`config.mk`:
```
export PLATFORM = sky130hd
export DESIGN_NAME = video_timing_gen
export DESIGN_NICKNAME = d
export VERILOG_FILES = /design/src/rtl/video_timing_gen.sv
export SDC_FILE = /design/constraint.sdc
export NUM_CORES = 1
export LEC_CHECK = 0
export BUFFER_PORTS_ARGS = -buffer_cell sky130_fd_sc_hd__buf_2
export CAP_MARGIN = 10
export CORE_ASPECT_RATIO = 0.75
export CORE_MARGIN = 1.5
export CORE_UTILIZATION = 35
export CTS_BUF_LIST = sky130_fd_sc_hd__clkbuf_4 sky130_fd_sc_hd__clkbuf_8
export DETAILED_ROUTE_END_ITERATION = 10
export PLACE_DENSITY = 0.65
export SETUP_SLACK_MARGIN = 0.15
export SLEW_MARGIN = 25
export SYNTH_ARGS = -nofsm -noshare
export SYNTH_HDL_FRONTEND = slang
export SYNTH_SLANG_ARGS = --single-unit
```
`constraint.sdc`:
```
create_clock -name pixel_clk -period 4.3 [get_ports pixel_clk]
set_clock_uncertainty 0.1 [all_clocks]
set_input_delay 0.86 -clock pixel_clk [delete_from_list [all_inputs] [get_ports pixel_clk]]
set_output_delay 0.86 -clock pixel_clk [all_outputs]
set_load 0.05 [all_outputs]
```
`src/rtl/video_timing_gen.sv`:
```
// Raster timing generator: signed hpos/vpos with blanking at negative coordinates,
// plus registered hsync/vsync/de/vblank/fsync decoded from the next-state counters.
module video_timing_gen #(
    parameter int HRES   = 1280,
    parameter int H_FP   = 110,
    parameter int H_SYNC = 40,
    parameter int H_BP   = 220,
    parameter int VRES   = 720,
    parameter int V_FP   = 5,
    parameter int V_SYNC = 5,
    parameter int V_BP   = 20,
    parameter bit HS_POL = 1'b1,
    parameter bit VS_POL = 1'b1
) (
    input  logic               pixel_clk,
    input  logic               rst_n,
    output logic signed [11:0] hpos,
    output logic signed [11:0] vpos,
    output logic               fsync,
    output logic               hsync,
    output logic               vsync,
    output logic               de,
    output logic               vblank
);

    localparam logic signed [11:0] HMIN   = 12'(-(H_FP + H_SYNC + H_BP));
    localparam logic signed [11:0] HLAST  = 12'(HRES - 1);
    localparam logic signed [11:0] HS_BEG = 12'(-(H_SYNC + H_BP));
    localparam logic signed [11:0] HS_END = 12'(-H_BP - 1);
    localparam logic signed [11:0] VMIN   = 12'(-(V_FP + V_SYNC + V_BP));
    localparam logic signed [11:0] VLAST  = 12'(VRES - 1);
    localparam logic signed [11:0] VS_BEG = 12'(-(V_SYNC + V_BP));
    localparam logic signed [11:0] VS_END = 12'(-V_BP - 1);

    logic signed [11:0] h_nxt;
    logic signed [11:0] v_nxt;
    logic               h_wrap;
    logic               f_wrap;

    always_comb begin
        h_wrap = (hpos == HLAST);
        f_wrap = h_wrap && (vpos == VLAST);
        h_nxt  = h_wrap ? HMIN : hpos + 12'sd1;
        v_nxt  = vpos;
        if (h_wrap) begin
            v_nxt = (vpos == VLAST) ? VMIN : vpos + 12'sd1;
        end
    end

    // Flags decode h_nxt/v_nxt so they line up with the counter they describe.
    always_ff @(posedge pixel_clk or negedge rst_n) begin
        if (!rst_n) begin
            hpos   <= HMIN;
            vpos   <= VMIN;
            fsync  <= 1'b0;
            hsync  <= ~HS_POL;
            vsync  <= ~VS_POL;
            de     <= 1'b0;
            vblank <= 1'b1;
        end else begin
            hpos   <= h_nxt;
            vpos   <= v_nxt;
            fsync  <= f_wrap;
            hsync  <= (h_nxt >= HS_BEG && h_nxt <= HS_END) ? HS_POL : ~HS_POL;
            vsync  <= (v_nxt >= VS_BEG && v_nxt <= VS_END) ? VS_POL : ~VS_POL;
            de     <= ~h_nxt[11] & ~v_nxt[11];
            vblank <= v_nxt[11];
        end
    end

endmodule

```
# Word level (Yosys, flattened, before mapping)
# Index checks and enable logic that the tools add are counted.
# totals
regBits,29
in_bits,2
output_inout_bits,29
# classes
n_addsub,2
magnitude_cmp,4
n_eq_ne,2
n_mux,5
bitwise,3
n_reduce_logical,3
# ops
cell,n
two-way mux 12 bit,3
adder 12 x 2 -> 12 bit (second input constant),2
== test 12 x 11 -> 1 bit (second input constant),1
== test 12 bit (second input constant),1
>= comparator 12 x 10 -> 1 bit (second input constant),1
>= comparator 12 x 6 -> 1 bit (second input constant),1
<= comparator 12 x 6 -> 1 bit (second input constant),1
<= comparator 12 x 9 -> 1 bit (second input constant),1
logical AND 1 bit,3
two-way mux 1 bit,2
inverter 1 bit,2
bitwise AND 1 bit,1

# Depth between registers and ports, before layout
# Gate-level depths: netlist of run 1.
# logic_depth
depth_word,6
ltp_mapped,9
depth_no_buf,7

# Least setup slack after synthesis of run 1
# No wires, ideal clock.
# synth_timing
kind,register -> register
startpoint,reg hpos[3]
endpoint,reg vsync
t_arrival_ns,2.251
required_ns,4.078
slack_ns,1.827
path_stages_with_launch,9
path_buffers,2
synth_period_minus_slack_ns,2.473
path_cell_list,dfstp_2 > clkbuf_1 > and4_1 > buf_2 > nand4_4 > or4_1 > o21a_1 > nand4_2 > nor3_2
# synth_via
elab_chain_len,5
# synth_lines
element,line,rtl
start: declaration,17,"output logic signed [11:0] hpos,"
start signal: assignment,61,hpos <= h_nxt;
== test 12 bit (*),41,h_wrap = (hpos == HLAST);
two-way mux 12 bit (*),45,if (h_wrap) begin
named net v_nxt[8],36,logic signed [11:0] v_nxt;
>= comparator 12 x 6 -> 1 bit / <= comparator 12 x 6 -> 1 bit (equally long branches),65,vsync <= (v_nxt >= VS_BEG && v_nxt <= VS_END) ? VS_POL : ~VS_POL;
logical AND 1 bit (*),65,
two-way mux 1 bit (*),65,
end signal: assignment,57,vsync <= ~VS_POL;
end signal: assignment,65,
end: declaration,21,"output logic vsync,"
# The timed path passes the listed nets; every way through them passes the cells marked *.

# Final worst setup path of run 1
# layout_timing
startpoint,reg hpos[10]
endpoint,reg vsync
# layout_via
elab_chain_len,5
# layout_lines
element,line
== test 12 bit (*),41
two-way mux 12 bit (*),45
>= comparator 12 x 6 -> 1 bit / <= comparator 12 x 6 -> 1 bit (equally long branches),65
logical AND 1 bit (*),65
two-way mux 1 bit (*),65
# Mark *: on every way between the ends. The rest lies on a longest branch, timed or not.

==> results.json, run 1 <==
{
  "finalNonFillerCells": 247,
  "peakVddDrop_uv": 83.75,
  "top_usage_layer": "met1",
  "grt_overflow": 0,
  "drv_slew": 0,
  "drive_above_1_share": 0.3053,
  "core_area_mm2": 0.004414,
  "met3_usage": 0.03407,
  "cts-root-buf": "clkbuf_8",
  "htreeDepth": 1,
  "netlist_instances": 165,
  "period_share": 0.5794,
  "synth_top_family_by_area": "simple AND/OR/NAND/NOR gates",
  "nets": 195,
  "seqPwrFrac": 0.626,
  "gp_congestion": 0.9259,
  "die_h_um": 61.40,
  "power.total_uw": 421.6,
  "synth_top_area_cell": "dfstp_2",
  "muxShareOfSynthArea": 0.01965,
  "die_area_mm2": 0.004965,
  "fmax_mhz": 401.4,
  "worst-path-max-fanout": 19,
  "synth.yosys.seq_area_share": 0.4520,
  "power_leakage_uw": 0.0007932,
  "start_util": 0.3605,
  "rows": 21,
  "antenna_found_initial": 0,
  "worst_path_max_delay_cell": "dfstp_2",
  "ant_nets": 0,
  "synth_compound_area_frac": 0.1085,
  "first_global_vias": 1122,
  "yosys_warnings": 0,
  "synthMostInstantiatedCell": "nand2_1",
  "numClockSinks": 28,
  "cp_top_family": "simple AND/OR/NAND/NOR gates",
  "grt_util_met1": 0.2424,
  "power.switching_uw": 84.57,
  "synth_commonest_cells": "20 x nand2_1, 15 x dfstp_2, 13 x dfrtp_1, 13 x nand3_1, 9 x nor3_1",
  "drt_iter0_drc": 153,
  "cts_resized": 0,
  "ys_seq_elements": 28,
  "status": "completed",
  "synth-simple-area-share": 0.2995,
  "hold_violations": 0,
  "routed_wl_um": 3537,
  "synthAdderAreaFrac": 0.01572,
  "netlist-cell-type-count": 47,
  "grt.total_usage": 0.1537,
  "cts_hold_buf": 0,
  "grt_first_pass_wirelength_um": 5754,
  "async_reset_ff_frac": 1.000,
  "synth.avg_cell_area_um2": 9.646,
  "antennaDiodeCount": 0,
  "clock_latency_ns": 0.28,
  "worstPathRequired_ns": 4.40,
  "ioPinCount": 31,
  "slew_headroom": 0.5944,
  "power.density_mw_per_mm2": 231.6,
  "fp.dieW_um": 80.87,
  "path_clk_slew_ns": 0.09,
  "rsz0062_at_grt": "no",
  "cts_tree": "done",
  "finalSetupTns_ns": 0,
  "drc": 0,
  "synth_xor_area_frac": 0.07154,
  "dp_cells": 243,
  "worstMarginPinSlew_ns": 0.6084,
  "combPwrFrac": 0.012,
  "holdCritPathClass": "reg2reg",
  "numPortBuffers": 30,
  "p_clk_frac": 0.362,
  "cp_cell_sequence": "nor4b_2 -> nand4_4 -> o21ai_0 -> nor3b_1 -> nand4_2 -> nor3_2",
  "syn_area_mm2": 0.001592,
  "grtUsageMet2": 0.2060,
  "setup_viol": 0,
  "cp.buffers_inverters": 0,
  "critical_path_class": "reg2reg",
  "slowest_delay_ns": 0.58,
  "worstSetupStartpointType": "flip-flop",
  "intPower_uw": 337.1,
  "syn_to_final_growth_pct": 14.39,
  "clockBufferDepth": 2,
  "switching_share": 0.2006,
  "firstDrtPassIters": 4,
  "synth_area_leaders": "dfstp_2 25%, dfrtp_1 20%, nand2_1 4.7%, xor2_1 4.4%, nand3_1 4.1%",
  "cts_setup_buffers": 0,
  "min_period_ns": 2.492,
  "viasPerCell": 5.381,
  "vias": 1329,
  "cts_made_buffers": 3,
  "synthFlopType": "dfstp_2",
  "crit_arrival_ns": 2.60,
  "synth-edff-count": 0,
  "syn_nets": 169,
  "grt_max_degree": 29,
  "drv_cap": 0,
  "synth_top_area_frac": 0.2476,
  "post_drt_wl_per_cell_um": 14.32,
  "endpoint_kind": "flip-flop",
  "hpwl_um": 2608
}
## power by group through the flow
stage / Sequential [uW] / Clock, uW / Combinational (uW)
2_1_floorplan: 269 / 0 / 0.000325
3_3_place_gp: 268 / 0 / 5.51
3_5_place_dp: 268 / 0 / 5.72
4_1_cts: 264 / 157 / 5.62
5_1_grt: 264 / 166 / 6.30
6_report: 264 / 153 / 5.12
## registers in the layout, indices dropped and copies added (netlist names)
name,flops
fsync,1
hsync,1
vpos,11
vblank,1
de,1
hpos,12
vsync,1
## worst paths after layout
path | from | end | slack [ns] | depth (start not counted)
min in group asynchronous | rst_n | vpos[2]$_DFF_PN0_ | 0.48 | 1
hold reg to reg | hpos[0]$_DFF_PN0_ | hpos[0]$_DFF_PN0_ | 0.42 | 1
max in group asynchronous | rst_n | de$_DFF_PN0_ | 3.22 | 1
setup / recovery | hpos[10]$_DFF_PN1_ | vsync$_DFF_PN0_ | 1.81 | 6
setup reg to reg | hpos[10]$_DFF_PN1_ | vsync$_DFF_PN0_ | 1.81 | 6
hold / removal | hpos[0]$_DFF_PN0_ | hpos[0]$_DFF_PN0_ | 0.42 | 1
## cell type report
class,instances,area [um^2]
Clock buffer,4,48.80
Fill cell,430,2594
Inverter,3,11.26
Multi-Input combinational cell,125,819.5
Sequential cell,28,719.4
Tap cell,57,71.32
Timing Repair Buffer,30,150.1
## through the flow
step                hold WS (ns)  setup WS [ns]  cell area, um^2  utilization
floorplan                 0.4644          1.827             1592            -
global placement          0.4095          1.845             1772       0.4014
detailed placement        0.4061          1.806             1772       0.4014
CTS                       0.4228          1.798             1821       0.4124
global route              0.4582          1.553             1821       0.4124
finish                    0.4166          1.808             1821       0.4124
## logic make-up (layout without fill, tap and decap cells)
kind of cell / count (synthesis) / count (layout)
adder cells (fa/ha/maj): 2 / 2
flip-flops: 28 / 28
multiplexers: 3 / 3
AO/OA/AOI/OAI: 26 / 26
AND/OR/NAND/NOR: 81 / 81
buffers and inverters: 12 / 37
XOR/XNOR: 13 / 13
## layer usage
metal | part of all wire | up-vias | wire length, um
li1 | - | 652 | -
met3 | 0.059 | 5 | 209
met5 | 0 | - | 0
met2 | 0.41 | 41 | 1461
met1 | 0.51 | 631 | 1815
met4 | 0.014 | 0 | 49
## layout by cell type (no fill, tap or decap), types with 5 or more instances in the layout
master / instances
o21ai_0: 8
nor2_1: 8
xnor2_1: 5
buf_2: 30
xor2_1: 8
nor3_1: 9
nand3_1: 13
dfstp_2: 15
nand2_1: 20
dfrtp_1: 13
Power figures use the tool's default switching activity.
==> run 2, diff against run 1 <==
Clock period 4.3 ns to 2.38 ns, I/O delays scaled along.
==> results.json, run 2 (synthesis results as in run 1) <==
{
  "clockBufferDepth": 2,
  "layout_commonest_cell": "buf_2",
  "min_period_ns": 2.264,
  "cp.buffers_inverters": 0,
  "drc": 0,
  "hpwl_um": 2742,
  "worst_path_max_delay_cell": "or4_4",
  "htreeDepth": 1,
  "fmax_mhz": 441.7,
  "power_leakage_uw": 0.0008554,
  "die_h_um": 61.40,
  "largest_reg_flops": 12,
  "antennaDiodeCount": 0,
  "top_regs": "hpos: 12 flops, vpos: 11 flops",
  "finalSetupTns_ns": 0,
  "first_global_vias": 1272,
  "grt.total_usage": 0.1643,
  "critical_path_class": "reg2reg",
  "vias": 1385,
  "cp_cell_sequence": "or4_4 -> or4_4 -> a211oi_2 -> or2b_4 -> nand4_2 -> nor3_2",
  "gp_congestion": 0.9159,
  "clock_latency_ns": 0.27,
  "drive_above_1_share": 0.3900,
  "r2r_setup_slack_ns": 0.12,
  "slew_headroom": 0.6005,
  "worstPathRequired_ns": 2.48,
  "worstSetupStartpointType": "flip-flop",
  "cp_top_family": "simple AND/OR/NAND/NOR gates",
  "die_area_mm2": 0.004965,
  "worstMarginPinSlew_ns": 0.5992,
  "start_util": 0.3605,
  "worst-path-max-fanout": 7,
  "fp.dieW_um": 80.87,
  "syn_to_final_growth_pct": 24.53,
  "rsz0062_at_grt": "yes",
  "routed_wl_um": 3723,
  "cts_tree": "done",
  "path_clk_slew_ns": 0.10,
  "drv_cap": 0,
  "grt_max_degree": 29,
  "crit_arrival_ns": 2.36,
  "cts-root-buf": "clkbuf_8",
  "viasPerCell": 5.389,
  "core_area_mm2": 0.004414,
  "hold_violations": 0,
  "antenna_found_initial": 0,
  "power.total_uw": 860.4,
  "grt_first_pass_wirelength_um": 6292,
  "firstDrtPassIters": 4,
  "drt_iter0_drc": 141,
  "ant_nets": 0,
  "ioPinCount": 31,
  "largest_register": "hpos",
  "numPortBuffers": 30,
  "peakVddDrop_uv": 213.6,
  "power.density_mw_per_mm2": 434.1,
  "post_drt_wl_per_cell_um": 14.49,
  "path_depth": 6,
  "grt_overflow": 0,
  "status": "completed",
  "nets": 205,
  "slowest_delay_ns": 0.52,
  "period_share": 0.9513,
  "numClockSinks": 28,
  "cts_made_buffers": 3,
  "rows": 21,
  "cts_hold_buf": 0,
  "r2r_cells": 6,
  "endpoint_kind": "flip-flop",
  "path_common_cell": "or4_4",
  "holdCritPathClass": "in2async",
  "drv_slew": 0,
  "mostFrequentLayoutCells": "30 x buf_2, 18 x nand2_1, 13 x nand3_1, 13 x dfstp_2, 11 x dfrtp_1",
  "setup_viol": 0
}
[run 2: cell types whose count changed in the layout (fill, tap and decap cells not counted), sizes merged]
cell	previous run	this run
buf	30	40
clkbuf	4	3
bufinv	0	1
[run 2: through the flow]
step,hold WS [ns],util,setup slack [ns],instance area (um^2),std cells
finish,0.09467,0.4490,0.1158,1982,257
global route,0.1398,0.4490,0.08244,1982,257
CTS,0.1176,0.4433,0.1302,1957,256
detailed placement,0.4009,0.4226,0.04323,1866,250
global placement,0.4047,0.4226,0.1636,1866,250
floorplan,0.08041,-,0.09759,1662,165
[run 2: path summary, 6_finish.rpt]
kind	startpoint	to
setup / recovery	vpos[5]$_DFF_PN1_	vsync$_DFF_PN0_
hold / removal	rst_n	vsync$_DFF_PN0_
setup reg to reg	vpos[5]$_DFF_PN1_	vsync$_DFF_PN0_
hold reg to reg	hpos[0]$_DFF_PN0_	hpos[0]$_DFF_PN0_
max in group asynchronous	rst_n	vpos[0]$_DFF_PN0_
min in group pixel_clk	hpos[0]$_DFF_PN0_	hpos[0]$_DFF_PN0_
[run 2: worst reg2reg max path: cells and delay by family, from the launching register on]
kind	cells	cell delay [ns]
AOI/OAI and AO/OA	1	0.21
DFF	1	0.51
and+or+nand+nor	5	1.38
[run 2: repair_timing]
| item | 4_1_cts | 5_1_grt |
|---|---|---|
| cloned | 0 | 0 |
| buffers inserted | 2 | 1 |
| endpoints found under the setup margin | 1 | 1 |
| gates resized for setup | 3 | 4 |
| pin swaps | 0 | 1 |
[run 2: final cells by class]
type                       count  area, um^2
clock inverter                 1       30.03
inverter                       3       11.26
multi-input combinational    125       873.3
fill                         434        2432
clock buffer                   3       41.29
tap                           57       71.32
sequential                    28       729.5
timing repair buffer          40       225.2
[run 2: per-layer routing]
layer,global-route usage,wire [um],vias up
met5,0,0,-
met4,0.03202,26,0
met3,0.03111,223,2
met2,0.2440,1557,42
met1,0.2495,1916,669
li1,-,-,672
[run 2: power breakdown]
part	internal (uW)	switching, uW	total [uW]	leakage, uW
Clock	225	150	375	0.0000357
Combinational	0.588	8.53	9.12	0.000503
Sequential	477	0	477	0.000317
==> run 3, diff against run 2 <==
Settings changed: CORE_UTILIZATION 35 to 55, HOLD_SLACK_MARGIN set to 0.08, PLACE_DENSITY 0.65 to 0.9.
Clock period 2.38 ns to 2.73 ns, I/O delays scaled along.
==> results.json, run 3 (synthesis results as in run 1) <==
{
  "status": "completed",
  "finalSetupTns_ns": 0,
  "first_global_vias": 1254,
  "numClockSinks": 28,
  "routed_wl_um": 3782,
  "critical_path_class": "reg2reg",
  "antennaDiodeCount": 0,
  "vias": 1443,
  "cts_tree": "done",
  "endpoint_kind": "flip-flop",
  "viasPerCell": 6.357,
  "cts_setup_buffers": 0,
  "crit_arrival_ns": 2.56,
  "worst-path-max-fanout": 19,
  "largest_reg_flops": 12,
  "period_share": 0.9122,
  "slew_headroom": 0.6161,
  "worstMarginPinSlew_ns": 0.5758,
  "clockBufferDepth": 2,
  "syn_to_final_growth_pct": 13.76,
  "r2r_setup_slack_ns": 0.24,
  "firstDrtPassIters": 5,
  "grt.total_usage": 0.2488,
  "post_drt_wl_per_cell_um": 16.66,
  "ant_nets": 0,
  "rsz0062_at_grt": "no",
  "die_h_um": 49.59,
  "nets": 196,
  "top_regs": "hpos: 12 flops, vpos: 11 flops",
  "die_area_mm2": 0.003229,
  "ioPinCount": 31,
  "path_clk_slew_ns": 0.09,
  "fp.dieW_um": 65.12,
  "drive_above_1_share": 0.3141,
  "hpwl_um": 2691,
  "drt_iter0_drc": 143,
  "slowest_delay_ns": 0.64,
  "drc": 0,
  "power_leakage_uw": 0.0008000,
  "antenna_found_initial": 0,
  "rows": 16,
  "start_util": 0.5933,
  "worstSetupStartpointType": "flip-flop",
  "min_period_ns": 2.490,
  "worst_hold_slack_ns": 0.1548,
  "largest_register": "hpos",
  "setup_viol": 0,
  "worstPathRequired_ns": 2.80,
  "grt_overflow": 0,
  "hold_violations": 0,
  "fmax_mhz": 401.6,
  "clock_latency_ns": 0.28,
  "gp_congestion": 1.078,
  "power.total_uw": 674.5,
  "layout_commonest_cell": "buf_2",
  "mostFrequentLayoutCells": "30 x buf_2, 20 x nand2_1, 15 x dfstp_2",
  "drv_cap": 0,
  "cp_cell_sequence": "and4_1 -> nand4_4 -> o41ai_1 -> o21ai_1 -> nand4_2 -> nor3_2",
  "numPortBuffers": 30,
  "holdCritPathClass": "in2async",
  "grt_max_degree": 29,
  "worst_path_max_delay_cell": "dfstp_2",
  "cp.buffers_inverters": 0,
  "peakVddDrop_uv": 310.5,
  "grt_first_pass_wirelength_um": 6099,
  "cts_made_buffers": 3,
  "cp_top_family": "simple AND/OR/NAND/NOR gates",
  "drv_slew": 0,
  "htreeDepth": 1,
  "power.density_mw_per_mm2": 372.6,
  "cts-root-buf": "clkbuf_8",
  "core_area_mm2": 0.002683
}
run 3: cell types whose count changed in the layout (fill, tap and decap cells not counted), moves of 2 or more:
cell / delta
buf_4: -9
dfrtp_1: +2
dfrtp_2: -2
dfstp_2: +2
dfstp_4: -2
nand2_1: +2
nand2_2: -2
run 3: metal layers:
| layer | GRT usage | part of all wire | up-vias |
|---|---|---|---|
| li1 | - | - | 658 |
| met1 | 0.3605 | 0.43 | 692 |
| met2 | 0.3591 | 0.45 | 84 |
| met3 | 0.07078 | 0.10 | 9 |
| met4 | 0.08333 | 0.014 | 0 |
| met5 | 0 | 0 | - |
run 3: final cells by class:
class	count	area [um^2]
clock buffers	4	55.05
flip-flops and latches	28	719.4
well taps	36	45.04
multi-input cells	125	822.0
repair buffers	31	157.7
fillers	203	872.1
inverters	3	11.26
run 3: path summary, 6_finish.rpt:
path / startpoint / end / cells after the start
max: hpos[2]$_DFF_PN1_ / vsync$_DFF_PN0_ / 6
min reg2reg: hpos[0]$_DFF_PN0_ / hpos[0]$_DFF_PN0_ / 1
min: rst_n / hpos[4]$_DFF_PN0_ / 1
min in group pixel_clk: hpos[0]$_DFF_PN0_ / hpos[0]$_DFF_PN0_ / 1
max reg2reg: hpos[2]$_DFF_PN1_ / vsync$_DFF_PN0_ / 6
max in group asynchronous: rst_n / hpos[10]$_DFF_PN1_ / 1
run 3: stage by stage:
step           setup slack [ns]  area [um^2]  instances  utilization
2_1_floorplan            0.2574         1592        165            -
3_3_place_gp             0.4121         1753        223       0.6535
3_5_place_dp             0.3070         1753        223       0.6535
4_1_cts                  0.1972         1808        227       0.6740
5_1_grt                  0.1543         1810        227       0.6749
6_report                 0.2397         1810        227       0.6749
run 3: power by group:
group	leakage (uW)	switching [uW]	internal, uW
logic	0.000454	7.17	0.512
registers	0.000317	0	416
clock network	0.0000288	122	129
run 3: timing repair:
item	CTS	global route
hold buffers	0	0
endpoints found under the setup margin	0	1
gates resized for setup	0	2
